--- config.mk ---
export PLATFORM = sky130hd
export DESIGN_NAME = cpu_bus_bridge
export DESIGN_NICKNAME = d
export VERILOG_FILES = /design/src/rtl/cpu_bus_bridge_pkg.sv /design/src/rtl/cpu_bus_timeout.sv /design/src/rtl/cpu_bus_bridge.sv
export SDC_FILE = /design/constraint.sdc
export NUM_CORES = 1
export LEC_CHECK = 0
export CORE_AREA = 4 4 70 72
export CTS_CLUSTER_SIZE = 24
export DETAILED_ROUTE_END_ITERATION = 8
export DIE_AREA = 0 0 74 76
export PLACE_DENSITY = 0.76
export SYNTH_ARGS = -nofsm -noshare
export SYNTH_HDL_FRONTEND = slang
export SYNTH_SLANG_ARGS = --single-unit
--- constraint.sdc ---
create_clock -name clk -period 1.9 [get_ports clk]
set_input_delay 0.38 -clock clk [delete_from_list [all_inputs] [get_ports clk]]
set_output_delay 0.38 -clock clk [all_outputs]
set_load 0.01 [all_outputs]
--- src/rtl/cpu_bus_bridge_pkg.sv ---
// Shared CPU definitions: the read/write select and the bridge FSM state encodings.
package cpu_bus_bridge_pkg;

  typedef enum logic {
    CPU_RD = 1'b0,
    CPU_WR = 1'b1
  } cpu_rdwr_e;

  localparam int CPU_STATE_MSB = 1;

  typedef enum logic [CPU_STATE_MSB:0] {
    ST_IDLE     = 2'b00,
    ST_WAIT_ACK = 2'b01,
    ST_RESP     = 2'b10
  } bus_state_e;

endpackage

--- src/rtl/cpu_bus_timeout.sv ---
// WAIT_ACK watchdog for cpu_bus_bridge; exists only when CPU_BUS_TIMEOUT_EN is defined.
`ifdef CPU_BUS_TIMEOUT_EN
module cpu_bus_timeout #(
  parameter int TIMEOUT_CYCLES = 15
) (
  input  logic clk,
  input  logic rst_n,
  input  logic i_run,
  output logic o_expired
);

  localparam int CW = $clog2(TIMEOUT_CYCLES + 1);

  logic [CW-1:0] r_count;

  // Counts WAIT_ACK cycles; it sits at zero outside WAIT_ACK, so every access starts fresh.
  always_ff @(posedge clk or negedge rst_n) begin
    if (!rst_n) begin
      r_count <= '0;
    end else if (!i_run) begin
      r_count <= '0;
    end else if (!o_expired) begin
      r_count <= r_count + CW'(1);
    end
  end

  assign o_expired = i_run && (r_count == CW'(TIMEOUT_CYCLES - 1));

endmodule
`endif

--- src/rtl/cpu_bus_bridge.sv ---
// Stalls the CPU while a single memory access runs through IDLE -> WAIT_ACK -> RESP.
// Optional CPU_BUS_TIMEOUT_EN aborts a WAIT_ACK that never sees mem_ack.
module cpu_bus_bridge
  import cpu_bus_bridge_pkg::*;
#(
  parameter int ADDR_WIDTH     = 16,
  parameter int DATA_WIDTH     = 8,
  parameter int TIMEOUT_CYCLES = 15
) (
  input  logic                  clk,
  input  logic                  rst,
  input  logic                  cpu_req_rdwr,
  input  cpu_rdwr_e             cpu_which_rdwr,
  input  logic [ADDR_WIDTH-1:0] cpu_addr,
  input  logic [DATA_WIDTH-1:0] cpu_data_out,
  output logic [DATA_WIDTH-1:0] cpu_data_in,
  output logic                  cpu_enable,
  output logic                  mem_req,
  output logic                  mem_we,
  output logic [ADDR_WIDTH-1:0] mem_addr,
  output logic [DATA_WIDTH-1:0] mem_wdata,
  input  logic [DATA_WIDTH-1:0] mem_rdata,
  input  logic                  mem_ack,
  output logic                  bus_err
);

  bus_state_e            r_state;
  logic                  r_mem_req;
  logic                  r_mem_we;
  logic [ADDR_WIDTH-1:0] r_mem_addr;
  logic [DATA_WIDTH-1:0] r_mem_wdata;
  logic [DATA_WIDTH-1:0] r_cpu_data_in;
  logic                  r_bus_err;
  logic                  w_timeout;

`ifdef CPU_BUS_TIMEOUT_EN
  cpu_bus_timeout #(
    .TIMEOUT_CYCLES(TIMEOUT_CYCLES)
  ) u_timeout (
    .clk      (clk),
    .rst_n    (rst),
    .i_run    (r_state == ST_WAIT_ACK),
    .o_expired(w_timeout)
  );
`else
  assign w_timeout = 1'b0;
`endif

  // NOTE: state is updated with <= only, so every branch sees the pre-edge values of r_*.
  always_ff @(posedge clk or negedge rst) begin
    if (!rst) begin
      r_state       <= ST_IDLE;
      r_mem_req     <= 1'b0;
      r_mem_we      <= 1'b0;
      r_mem_addr    <= '0;
      r_mem_wdata   <= '0;
      r_cpu_data_in <= '0;
      r_bus_err     <= 1'b0;
    end else begin
      r_bus_err <= 1'b0;
      case (r_state)
        ST_IDLE: begin
          if (cpu_req_rdwr) begin
            r_mem_addr  <= cpu_addr;
            r_mem_wdata <= cpu_data_out;
            r_mem_we    <= (cpu_which_rdwr == CPU_WR);
            r_mem_req   <= 1'b1;
            r_state     <= ST_WAIT_ACK;
          end
        end
        ST_WAIT_ACK: begin
          // A real acknowledge wins over a timeout landing in the same cycle.
          if (mem_ack) begin
            r_mem_req <= 1'b0;
            if (!r_mem_we) r_cpu_data_in <= mem_rdata;
            r_state   <= ST_RESP;
          end else if (w_timeout) begin
            r_mem_req <= 1'b0;
            if (!r_mem_we) r_cpu_data_in <= '1;
            r_bus_err <= 1'b1;
            r_state   <= ST_RESP;
          end
        end
        ST_RESP: r_state <= ST_IDLE;
        default: r_state <= ST_IDLE;
      endcase
    end
  end

  // Gated by rst so the CPU stays stalled for the whole reset, not just the registered part.
  assign cpu_enable  = rst && (((r_state == ST_IDLE) && !cpu_req_rdwr) || (r_state == ST_RESP));
  assign mem_req     = r_mem_req;
  assign mem_we      = r_mem_we;
  assign mem_addr    = r_mem_addr;
  assign mem_wdata   = r_mem_wdata;
  assign cpu_data_in = r_cpu_data_in;
  assign bus_err     = r_bus_err;

endmodule

# Word-level counts from Yosys, hierarchy flattened
# Cells that the tools add are included.
# op_classes
eq_ne	4
n_bitwise	1
reduce_logical	10
mux	6
# ops
operator	n
$reduce_and 3->1	2
$mux 2	2
$ne 2x2->1 const B	2
$pmux 2 s2	1
$reduce_and 2->1	2
$eq 2x1->1 const B	1
$eq 2x2->1 const B	1
$logic_and 1x1->1	2
$logic_not 2->1	1
$mux 1	2
$pmux 1 s2	1
$reduce_bool 2->1	1
$logic_not 1->1	1
$logic_or 1x1->1	1
$not 1->1	1
# totals
reg_bits	36
inputBits	37
output_inout_bits	36
elab_cells	27

# Depth between registers and ports, before layout
# Gate-level depths: netlist (run 1).
# depth
ltp_word	4
ltp_mapped	5
mapped_depth_nobuf	3

# Worst setup path before layout (run 1)
# No wires, ideal clock.
# synth_timing
path_type	input to register
startpoint	input port cpu_req_rdwr
endpoint	register r_mem_addr[10] (netlist: mem_addr[10])
path_stages	5
setup_slack_ns	0.527
required_time_ns	1.775
setup_time_ns	0.125
path_buffers	2
arrival_ns	1.248
cell_sequence	nor2b_2 nor2b_4 buf_6 buf_6 mux2_4
# synth_between
elab_chain_cells	1
# synth_lines
element	line_no	source
from (decl)	cpu_bus_bridge.sv:12	input logic cpu_req_rdwr,
$reduce_and 2->1 (no line)	n/a	
to (signal assigned)	cpu_bus_bridge.sv:64	r_mem_addr <= cpu_addr;
to (decl)	cpu_bus_bridge.sv:30	logic [ADDR_WIDTH-1:0] r_mem_addr;
# No other way between the ends.
# A chain may end at the register's enable or synchronous reset.

# Final worst setup path (run 1)
# layout_timing
startpoint	input port cpu_req_rdwr
endpoint	output port cpu_enable
# layout_between
elab_chain_cells	4
# layout_lines
element	line_no	source
$logic_not 1->1	cpu_bus_bridge.sv:91	assign cpu_enable = rst && (((r_state == ST_IDLE) && !cpu_req_rdwr) || (r_state == ST_RESP));
$logic_and 1x1->1	cpu_bus_bridge.sv:91	
$logic_or 1x1->1	cpu_bus_bridge.sv:91	
$logic_and 1x1->1	cpu_bus_bridge.sv:91	
to (decl)	cpu_bus_bridge.sv:17	output logic cpu_enable,
# No other way between the ends.

==> results of run 1 <==
[logic make-up after synthesis]
family / Yosys count / synth area share
simple gates: 7 / 0.03942
mux: 33 / 0.3128
other cells: 1 / 0.002461
compound gates: 3 / 0.01150
flops: 36 / 0.5911
buf+inv: 6 / 0.04269
[worst max-delay path: cells and delay by family]
kind,cells,cell delay (ps)
AND/OR/NAND/NOR,2,360
buffers and inverters,2,590
[per-stage QoR]
| stage | TNS (ps) | std cells | utilization |
|---|---|---|---|
| 5_1_grt | 0 | 217 | 0.5586 |
| 2_1_floorplan | 0 | 86 | - |
| 3_5_place_dp | -1472 | 209 | 0.5347 |
| 4_1_cts | 0 | 217 | 0.5594 |
| 6_report | 0 | 217 | 0.5586 |
| 3_3_place_gp | -464.7 | 209 | 0.5347 |
[flip-flops by register name, summed over array words and instances, names as in the netlist]
signal / flops
mem_wdata: 8
mem_req: 1
mem_we: 1
mem_addr: 16
cpu_data_in: 8
r_state: 2
[area by class of cell]
class                   instances  area, µm²
inverters                       1      3.754
multi-input cells              44      558.0
clock inverters                 2      35.03
clock buffers                   6      72.57
well taps                      52      65.06
repair buffers                 76      763.2
fillers                       344       1896
flip-flops and latches         36      900.9
[final timing paths]
| path | startpoint | end | cells past startpoint |
|---|---|---|---|
| max in group asynchronous | rst | cpu_data_in[6]$_DFFE_PN0P_ | 2 |
| min | rst | r_state[0]$_DFFE_PN0P_ | 2 |
| max | cpu_req_rdwr | cpu_enable | 4 |
| max reg2reg | r_state[1]$_DFFE_PN0P_ | mem_addr[1]$_DFFE_PN0P_ | 5 |
| min in group clk | r_state[1]$_DFFE_PN0P_ | r_state[0]$_DFFE_PN0P_ | 1 |
| min reg2reg | r_state[1]$_DFFE_PN0P_ | r_state[0]$_DFFE_PN0P_ | 1 |
[Yosys cell counts]
cell type | n | area (µm²)
sky130_fd_sc_hd__mux2_2 | 5 | 56.30
sky130_fd_sc_hd__nor2b_4 | 2 | 27.53
sky130_fd_sc_hd__nor2_1 | 2 | 7.510
sky130_fd_sc_hd__dfrtp_1 | 36 | 900.9
sky130_fd_sc_hd__buf_6 | 3 | 33.78
sky130_fd_sc_hd__inv_1 | 1 | 3.750
sky130_fd_sc_hd__and3b_1 | 1 | 8.760
sky130_fd_sc_hd__buf_12 | 1 | 20.02
sky130_fd_sc_hd__a211oi_1 | 1 | 7.510
sky130_fd_sc_hd__o21ai_0 | 2 | 10.01
sky130_fd_sc_hd__conb_1 | 1 | 3.750
sky130_fd_sc_hd__nor3b_1 | 1 | 7.510
sky130_fd_sc_hd__nor2b_2 | 1 | 8.760
sky130_fd_sc_hd__mux2_4 | 28 | 420.4
sky130_fd_sc_hd__buf_4 | 1 | 7.510
[report_power, final]
| group | leakage [nW] | switching, mW | internal [mW] | total, mW |
|---|---|---|---|---|
| Sequential | 0.423 | 0.239 | 1.15 | 1.39 |
| Clock | 0.0552 | 0.249 | 0.389 | 0.638 |
| Combinational | 0.570 | 0.582 | 1.26 | 1.84 |
| Total | 1.05 | 1.07 | 2.80 | 3.86 |
[metal layers]
layer	GRT usage	wire length (µm)	up-vias
met2	0.1915	1525	55
li1	-	-	445
met1	0.1607	1390	458
met5	0	0	-
met4	0.04348	17	0
met3	0.05277	379	2
[timing repair]
item	in CTS	in global routing
setup endpoints to repair	1	1
cloned	0	0
resized for setup	1	3
==> run summary, run 1 <==
CP max FO: 2
post-synthesis area per instance: 17.72 µm²
number of global-route vias before repair: 1093
leading cell type in the layout, fill and taps excluded: sky130_fd_sc_hd__clkdlybuf4s50_1
global-route wire length before repair: 5409 µm
cell leakage power: 1.048 nW
fin nets: 201
height of the chip: 76 µm
sequential share of the synthesized area: 0.5911
total clock buffers created by CTS: 5
cell breakdown of the critical path: clkdlybuf4s50_1 -> nor2b_2 -> nor3b_1 -> clkbuf_2
starting density of the core: 0.3549
total standard cell area after synthesis: 1524 µm²
maximum operating frequency: 587.4 MHz
clock tree from TritonCTS: done
Routed Antenna Nets: 0
portion of the clock cycle consumed by the worst path in the final layout: 0.8960
Max rail drop VDD: 0.6060 mV
required time reported for the critical path endpoint: 1520 ps
flip-flop and latch count after synthesis: 36
Fin Hold WS: 179.1 ps
total power: 3.865 mW
CTS max path bufs: 2
number of buffer cells added on primary ports: 71
Post-Syn Instances: 86
half-perimeter wire length after detailed placement: 2508 µm
initial antenna violation count: 0
CTS Root Buffer Type: sky130_fd_sc_hd__clkbuf_8
drt drc: 0
pin count of the biggest net entering global routing: 37
flop-to-flop setup slack: 390 ps
number of setup buffers added after CTS: 0
CP Capture Type: output port
Post-CTS Hold Buffers: 0
instance area at placement: 2296 µm²
via count: 960
final routed wire length divided by cell count: 15.27 µm
clock insertion delay at the later pin of the skew report: 280 ps
net count after synthesis: 123
clock input transition at the sequential cells of the worst setup and hold paths: 70 ps
Critical-path top delay cell: sky130_fd_sc_hd__clkdlybuf4s50_1
Worst Path Class, Setup: in -> out
maximum single-stage delay on the critical path: 420 ps
commonest non-fill, non-tap cells in the layout: sky130_fd_sc_hd__clkdlybuf4s50_1, sky130_fd_sc_hd__dfrtp_1, sky130_fd_sc_hd__mux2_4
number of top-level pins: 73
CTS H-tree lvls: 2
Num Clock Sinks: 36
worst-case clock skew: 5.765 ps
arrival time of data at the critical path endpoint: 1320 ps
distinct cell type count after synthesis: 15
Hold Violations, Final: 0
fin crit period: 1702 ps
Final Setup Violations: 0
post-route setup slack: 197.5 ps
worst setup slack after placement: -193.4 ps
TritonRoute pass-1 iters: 4
core region area: 4294 µm²
Diodes inserted: 0
total power density per cell area: 1611 nW/µm²
floorplan die width: 74 µm
routability-driven placement congestion ratio: 0.7439
Starting DRT DRC Count: 39
Via density: 4.424
overall global routing resource usage: 0.1263
Synth Warn #: 0
area delta synth->final: 57.39%
reported max-cap violation count: 0
Die Outline Area: 5624 µm²
total non-filler cell area in the finished layout: 2399 µm²
outcome: finished, final reports clean
RSZ-0062 raised after global routing: false
final slew viol count: 0
total wire length after detailed routing: 3313 µm
startpoint class of the critical path: input port
gr ovfl total: 0
num rows: 24
worst hold path type: in -> async
share of final-layout standard cells stronger than drive strength 1: 0.3030
No activity file was read; power rests on OpenSTA's default activity.
==> run 2, diff against run 1 <==
- SLEW_MARGIN: unset -> 15
- SYNTH_HIERARCHICAL: unset -> 1
==> results of run 2 <==
The final DEF is identical to that of run 1; final timing and power are the same.
Main changes from that run: Yosys warning count 0 -> 6
==> run 3, diff against run 2 <==
--- a/config.mk
+++ b/config.mk
@@ -11,3 +11,3 @@
 export DIE_AREA = 0 0 74 76
-export PLACE_DENSITY = 0.76
+export PLACE_DENSITY = 0.71
 export SLEW_MARGIN = 15
==> constraint.sdc (replaced) <==
create_clock -name clk -period 1.9 [get_ports clk]
set_input_delay 0.285 -clock clk [delete_from_list [all_inputs] [get_ports clk]]
set_output_delay 0.285 -clock clk [all_outputs]
set_load 0.01 [all_outputs]
==> run summary, run 3 <==
outcome: finished, final reports clean
global-route wire length before repair: 5457 µm
Storage cell area: 900.9 µm²
Reg-to-Reg Start: r_state[1]$_DFFE_PN0P_
final slew viol count: 0
Synth Warn #: 6
fin crit period: 1629 ps
portion of the clock cycle consumed by the worst path in the final layout: 0.8576
async set-reset flop share out of synthesis: 1.000
Starting DRT DRC Count: 32
num rows: 24
total standard cell area after synthesis: 1524 µm²
half-perimeter wire length after detailed placement: 2542 µm
Routed Antenna Nets: 0
net count after synthesis: 123
pin count of the biggest net entering global routing: 37
top flip-flop cell by instance count after synthesis: sky130_fd_sc_hd__dfrtp_1
leading post-synthesis cells by instance count: sky130_fd_sc_hd__dfrtp_1, sky130_fd_sc_hd__mux2_4, sky130_fd_sc_hd__mux2_2, sky130_fd_sc_hd__buf_6
leading cell type in the layout, fill and taps excluded: sky130_fd_sc_hd__clkdlybuf4s50_1
number of top-level pins: 73
Hold Violations, Final: 0
post-synthesis area per instance: 17.72 µm²
Die Outline Area: 5624 µm²
Num Clock Sinks: 36
sequential share of the synthesized area: 0.5911
Critical-path top delay cell: sky130_fd_sc_hd__clkdlybuf4s50_1
clock input transition at the sequential cells of the worst setup and hold paths: 70 ps
overall global routing resource usage: 0.1281
RSZ-0062 raised after global routing: false
worst r2r path cells: 3
worst-case clock skew: 9.042 ps
top cell type by total area after synthesis: sky130_fd_sc_hd__dfrtp_1
Fin Hold WS: 54.60 ps
drt drc: 0
Worst Path Class, Setup: in -> out
number of buffer cells added on primary ports: 71
maximum single-stage delay on the critical path: 420 ps
cell leakage power: 1.050 nW
Final Setup Violations: 0
Post-synth EDFFs: 0
startpoint class of the critical path: input port
total clock buffers created by CTS: 5
floorplan die width: 74 µm
number of global-route vias before repair: 1129
via count: 970
R2R Path End: cpu_data_in[5]$_DFFE_PN0P_
required time reported for the critical path endpoint: 1620 ps
final setup TNS: 0 ps
CTS Root Buffer Type: sky130_fd_sc_hd__clkbuf_8
critical path's top delay family: buffers and inverters
buffers plus inverters on the worst setup path: 2
Via density: 4.512
max FFs per register: 16
CP Capture Type: output port
starting density of the core: 0.3549
total wire length after detailed routing: 3371 µm
area delta synth->final: 57.88%
worst hold path type: in -> async
clock tree from TritonCTS: done
TritonRoute pass-1 iters: 2
filler cell count: 340
total power density per cell area: 1639 nW/µm²
share of the synthesized area in the top cell type: 0.5911
dominant cells by area after synthesis: sky130_fd_sc_hd__dfrtp_1, sky130_fd_sc_hd__mux2_4, sky130_fd_sc_hd__mux2_2
core region area: 4294 µm²
clock insertion delay at the later pin of the skew report: 280 ps
multi-input combinational cell area: 558.0 µm²
instance area at placement: 2281 µm²
gr ovfl total: 0
routability-driven placement congestion ratio: 0.7649
distinct cell type count after synthesis: 15
cell breakdown of the critical path: clkdlybuf4s50_1 -> nor2b_2 -> nor3b_1 -> dlygate4sd2_1
Post-CTS Hold Buffers: 0
dominant cell by count in the synthesized netlist: sky130_fd_sc_hd__dfrtp_1
share of final-layout standard cells stronger than drive strength 1: 0.2945
flip-flop and latch count after synthesis: 36
commonest non-fill, non-tap cells in the layout: sky130_fd_sc_hd__clkdlybuf4s50_1, sky130_fd_sc_hd__dfrtp_1, sky130_fd_sc_hd__mux2_4
maximum operating frequency: 613.7 MHz
arrival time of data at the critical path endpoint: 1340 ps
CTS H-tree lvls: 2
fin nets: 199
CTS max path bufs: 2
CP max FO: 3
height of the chip: 76 µm
initial antenna violation count: 0
final routed wire length divided by cell count: 15.68 µm
Post-Syn Instances: 86
reported max-cap violation count: 0
Max rail drop VDD: 0.7210 mV
flop-to-flop setup slack: 420 ps
total non-filler cell area in the finished layout: 2406 µm²
Diodes inserted: 0
[run 3: cell counts after synthesis]
Identical to the previous run, type by type.
[run 3: routing by layer]
metal / wire length [µm] / GRT usage / up-vias
met5: 0 / 0 / -
met4: 84 / 0.05072 / 0
met3: 290 / 0.05145 / 6
met2: 1682 / 0.2083 / 49
met1: 1313 / 0.1474 / 472
li1: - / - / 443
[run 3: layout make-up]
| type | count | area share |
|---|---|---|
| clock buffer | 7 | 0.04004 |
| clock inverter | 1 | 0.01248 |
| tap | 52 | 0.02704 |
| inverter | 1 | 0.001560 |
| sequential | 36 | 0.3744 |
| multi-input combinational | 44 | 0.2319 |
| timing repair buffer | 74 | 0.3125 |
[run 3: worst max path at each step]
stage                                 from                  endpoint  slack [ps]  cells after the start
global placement              cpu_req_rdwr                cpu_enable          10                      4
finish                        cpu_req_rdwr                cpu_enable         270                      4
global route                  cpu_req_rdwr                cpu_enable         210                      4
detailed placement            cpu_req_rdwr                cpu_enable         -20                      4
CTS                           cpu_req_rdwr                cpu_enable         260                      4
floorplan           r_state[1]$_DFFE_PN0P_  mem_addr[10]$_DFFE_PN0P_         530                      5
[run 3: stage by stage]
| step | power, mW | std cells | util | setup WS [ps] |
|---|---|---|---|---|
| 3_3_place_gp | 3.205 | 207 | 0.5312 | 10.59 |
| 2_1_floorplan | 2.285 | 86 | - | 529.6 |
| 3_5_place_dp | 3.262 | 207 | 0.5312 | -16.94 |
| 5_1_grt | 4.162 | 215 | 0.5603 | 209.0 |
| 4_1_cts | 4.004 | 215 | 0.5603 | 263.5 |
| 6_report | 3.944 | 215 | 0.5603 | 270.5 |
[run 3: power by group]
part / switching, mW / internal (mW) / leakage [nW]
logic: 0.582 / 1.25 / 0.563
clock network: 0.256 / 0.463 / 0.0645
registers: 0.243 / 1.15 / 0.423
total: 1.08 / 2.86 / 1.05
[run 3: kinds of logic (layout without fill, tap and decap cells)]
family | count (synthesis) | count (layout) | synth area share
flip-flops | 36 | 36 | 0.5911
multiplexers | 33 | 33 | 0.3128
AND/OR/NAND/NOR | 7 | 7 | 0.03942
buffers and inverters | 6 | 83 | 0.04269
AO/OA/AOI/OAI | 3 | 3 | 0.01150
other | 1 | 1 | 0.002461
[run 3: timing repair]
| action | in CTS | in global routing |
|---|---|---|
| setup endpoints to repair | 1 | 0 |
| buffers inserted | 0 | 0 |
| resized for setup | 1 | 0 |
==> patch 1: new RTL, flow settings as in run 1 <==
Set the parameter `DATA_WIDTH` to 10 (it was 8).
--- a/src/rtl/cpu_bus_bridge.sv
+++ b/src/rtl/cpu_bus_bridge.sv
@@ -4,7 +4,7 @@
   import cpu_bus_bridge_pkg::*;
 #(
   parameter int ADDR_WIDTH     = 16,
-  parameter int DATA_WIDTH     = 8,
+  parameter int DATA_WIDTH     = 10,
   parameter int TIMEOUT_CYCLES = 15
 ) (
   input  logic                  clk,
Ports: changed (resized cpu_data_in, cpu_data_out, mem_rdata and mem_wdata); port bits go from 73 to 81. The function was not compared with the original's and may differ.
==> patch 1 against run 1 <==
  * Power grew 1.8%
  * Synthesized area grew 7.8%
  * Sequential cell count grew 4
  * Critical path depth is the same
  * Wire length grew 5.9%
  * Clock power shrank 25%
  * Via count grew 10%
  * Final area grew 6.0%
  * First-iteration DRC count shrank 54%
  * Worst setup slack lost 0.14 ns
  * Critical endpoint unchanged
==> patch 1: results (changes against run 1) <==
Power
  – Int Pwr: 0.00282 W (+0.87%)
  – Lkg Pwr: 1.09 nW (+4.1%)
  – VDD IR max: 0.787 mV (+30%)

GRT
  – First-pass GRT wire length: 5930 µm (+9.6%)
  – GRT Total Usage: 13.8% (+1.1 points)
  – Number of global-route vias before repair: 1206 (+10%)
  – Pin count of the biggest net entering global routing: 41 (+11%)

Placement
  – Port bufs: 79 (+11%)
  – HPWL after DPL: 2690 µm (+7.4%)
  – Dpl ws: -0.239 ns (-0.0456 ns)
  – GP Congestion: 0.766 (+2.9%)

Final layout
  – Number of flip-flops in the largest register: 16 (unchanged)
  – Nets@finish: 221 (+10%)
  – Layout cells sized above 1: 28.7% (-1.7 points)

Synth
  – Sequential share of the synthesized area: 60.9% (+1.8 points)
  – Synth top area cells: dfrtp_1, mux2_4, mux2_2, buf_12, buf_6
  – Synth cell types: 16 (+1)

Drt
  – Wl on met1: 1450 µm (+4.4%)
  – DR top layer: met4
  – Met3 wire len: 358 µm (-5.5%)
  – Via count: 1056 (+10%)
  – Met2 wire len: 1660 µm (+8.7%)
  – Initial DRC count: 18 (-54%)

STA
  – Tcrit/Tclk final: 97.0% (+7.4 points)
  – Skew final: 0.00596 ns (+0.000192 ns)

Critical path
  – CP arrival: 1.46 ns (+0.14 ns)
  – Reg-to-reg slack, setup: 0.35 ns (-0.04 ns)
  – Worst r2r dst: mem_addr[0]$_DFFE_PN0P_

Status
  – Status: finished, final reports clean
-- patch 1: repair_timing --
item                                   in CTS  in global routing
cloned                                      0                  0
endpoints found under the hold margin       0                  0
setup buffers                               0                  0
setup endpoints to repair                   1                  1
gates resized for setup                     1                  1
-- patch 1: kinds of logic (layout without fill, tap and decap cells) --
kind of cell	count (synthesis)	after routing	synth area share [%]
compound gates	3	3	1.07
flops	40	40	60.9
simple gates	7	7	3.35
buf+inv	6	90	4.49
other cells	1	1	0.228
mux	37	37	29.9
-- patch 1: how the worst min path moves through the flow --
stage	cells past startpoint	slack (ns)	from	endpoint
after floorplan	0	0.08	rst	cpu_data_in[0]$_DFFE_PN0P_
after global routing	2	0.21	rst	mem_addr[13]$_DFFE_PN0P_
after detailed placement	1	0.48	r_state[1]$_DFFE_PN0P_	r_state[0]$_DFFE_PN0P_
after global placement	2	0.47	rst	mem_addr[6]$_DFFE_PN0P_
final	2	0.16	rst	mem_addr[8]$_DFFE_PN0P_
after CTS	2	0.18	rst	mem_addr[8]$_DFFE_PN0P_
-- patch 1: layout make-up --
type | count | area, µm²
clock buffer | 5 | 68.8
multi-input combinational | 48 | 568
sequential | 40 | 1000
fill | 336 | 1750
timing repair buffer | 84 | 836
inverter | 1 | 3.75
tap | 52 | 65.1
-- patch 1: through the flow --
stage | hold WS [ns] | util, % | setup TNS (ns) | std cells | area (µm²)
floorplan | 0.0844 | - | 0 | 94 | 1640
global placement | 0.472 | 57.6 | -0.716 | 225 | 2470
detailed placement | 0.481 | 57.6 | -3.56 | 225 | 2470
CTS | 0.184 | 59.2 | 0 | 230 | 2540
global route | 0.210 | 59.2 | 0 | 230 | 2540
finish | 0.165 | 59.2 | 0 | 230 | 2540
-- patch 1: power groups by stage --
| stage | sequential, W | clock, W | combinational (W) |
|---|---|---|---|
| after CTS | 0.00154 | 0.000508 | 0.00195 |
| after global routing | 0.00160 | 0.000545 | 0.00205 |
| after global placement | 0.00152 | 0 | 0.00192 |
| final | 0.00153 | 0.000481 | 0.00192 |
| after floorplan | 0.00172 | 0 | 0.000734 |
| after detailed placement | 0.00154 | 0 | 0.00195 |
-- patch 1: per-layer routing --
metal	vias up	track usage, %
met4	0	3.80
met1	502	17.0
li1	492	-
met2	57	22.0
met5	-	0
met3	5	5.54
-- patch 1: worst max-delay path, delay by kind of cell --
kind | cells | cell delay [ns]
buffers and inverters | 2 | 0.69
AND/OR/NAND/NOR | 2 | 0.39
==> patch 2: new RTL, settings of run 1 <==
Without the edit above. Encoding of `bus_state_e`: now one-hot (3 bits for 3 states).
--- a/src/rtl/cpu_bus_bridge_pkg.sv
+++ b/src/rtl/cpu_bus_bridge_pkg.sv
@@ -8,10 +8,10 @@
 
   localparam int CPU_STATE_MSB = 1;
 
-  typedef enum logic [CPU_STATE_MSB:0] {
-    ST_IDLE     = 2'b00,
-    ST_WAIT_ACK = 2'b01,
-    ST_RESP     = 2'b10
+  typedef enum logic [2:0] {
+    ST_IDLE     = 3'b001,
+    ST_WAIT_ACK = 3'b010,
+    ST_RESP     = 3'b100
   } bus_state_e;
 
 endpackage
Function: same outputs for any inputs over 10 cycles, from zero or initial values and one cycle with rst low; not proved beyond that.
==> patch 2 against run 1 <==
  * Global-route usage down 0.12 points
  * Critical path depth up 1
  * Sequential cell count up 1
  * Final area down 0.83%
  * Worst setup slack worse by 0.13 ns
  * Power down 2.0%
  * Synthesized area down 3.0%
  * Worst hold slack worse by 0.032 ns
  * Wire length about the same
  * Combinational power down 3%
  * Critical path type unchanged
  * Largest cell class unchanged
  * Highest routed layer unchanged
==> patch 2: results (changes against run 1) <==
Drt
  – Initial DRC count: 27 (-31%)
  – WL per Instance: 14.9 µm (-2.2%)
  – Pre-antenna DRT Iters: 3 (-1)
  – Final wirelength: 3310 µm (about the same)
  – Vias per Instance: 4.56 (+3.1%)

Power
  – Lkg Pwr: 1.02 nW (-2.2%)
  – Power Combinational: 0.00178 W (-3%)
  – Psw: 0.00110 W (+3.3%)
  – Clk pwr share: 15.5% (-1.0 points)
  – VDD IR max: 0.755 mV (+25%)
  – Reg power frac: 37.4% (+1.4 points)

Final layout
  – Fillers: 352 (+2.3%)
  – Area of the multi-input gates: 519 µm² (-7.0%)
  – Layout cells sized above 1: 26.5% (-3.8 points)
  – Number of flip-flops in the largest register: 16 (unchanged)

Synth
  – Top post-synthesis cells by count: dfrtp_1, mux2_2, mux2_4, mux2_1
  – Asr flop ratio synth: 100% (unchanged)
  – Mapped Nets: 125 (+1.6%)
  – Avg Inst Size Synth: 16.8 µm² (-5.2%)
  – Sequential share of the synthesized area: 62.7% (+3.6 points)
  – Synth cell types: 20 (+5)
  – Compound-Gate Fraction of Synth Area: 1.69% (+0.54 points)
  – Synth top area cells: dfrtp_1, mux2_2, mux2_4, mux2_1, dfstp_2
  – Mux share of post-synthesis cell area: 27.7% (-3.6 points)

Clocking
  – Post-CTS Resized: 4 (+3)
  – Worst-Skew Late Latency: 0.28 ns (about the same)
  – Clock buffer depth: 2 (unchanged)

Critical path
  – Worst r2r dst: mem_addr[3]$_DFFE_PN0P_
  – Crit path largest cell delay: 0.43 ns
  – Worst r2r src: r_state[0]$_DFFE_PN1P_
  – CP arrival: 1.46 ns (+0.14 ns)
  – Reg-to-reg slack, setup: 0.18 ns (-0.21 ns)

GRT
  – GRT Total Usage: 12.5% (-0.12 points)
  – Pin count of the biggest net entering global routing: 38 (+2.7%)
  – First-pass GRT wire length: 5370 µm (-0.76%)
  – Number of global-route vias before repair: 1167 (+6.8%)

Placement
  – Dpl ws: -0.314 ns (-0.120 ns)
  – DP Area: 2280 µm² (-0.82%)
  – Placed insts: 214 (+2.4%)
  – HPWL after DPL: 2530 µm (+0.84%)
  – GP Congestion: 0.703 (-5.5%)

STA
  – Worst hold margin: 0.147 ns (-0.0323 ns)
  – Tcrit/Tclk final: 96.6% (+7.0 points)
  – Skew final: 0.00249 ns (-0.00327 ns)

Status
  – Status: finished, final reports clean
## patch 2: cell families (layout without fill, tap and decap cells)
group / after synthesis / in the layout
AOI/OAI and AO/OA: 4 / 4
buffers and inverters: 5 / 87
DFF: 37 / 37
muxes: 33 / 33
other: 1 / 1
and+or+nand+nor: 8 / 8
## patch 2: metal layers
layer	wire (µm)	part of all wire, %	GRT usage, %	up-vias
met3	313	9.4	4.09	7
met5	0	0	0	-
met2	1670	51	21.2	53
li1	-	-	-	468
met1	1260	38	13.7	485
met4	66	2.0	5.98	0
## patch 2: cell type report
class,instances,area share [%]
clock inverters,1,0.210
repair buffers,77,31.9
well taps,52,2.74
inverters,2,0.316
multi-input cells,46,21.8
clock buffers,7,4.05
flip-flops and latches,37,39.0
## patch 2: worst register-to-register path, delay by kind of cell (launching register included)
kind / cells / cell delay, ns
DFF: 1 / 0.53
buffers and inverters: 3 / 0.40
muxes: 1 / 0.36
and+or+nand+nor: 1 / 0.31
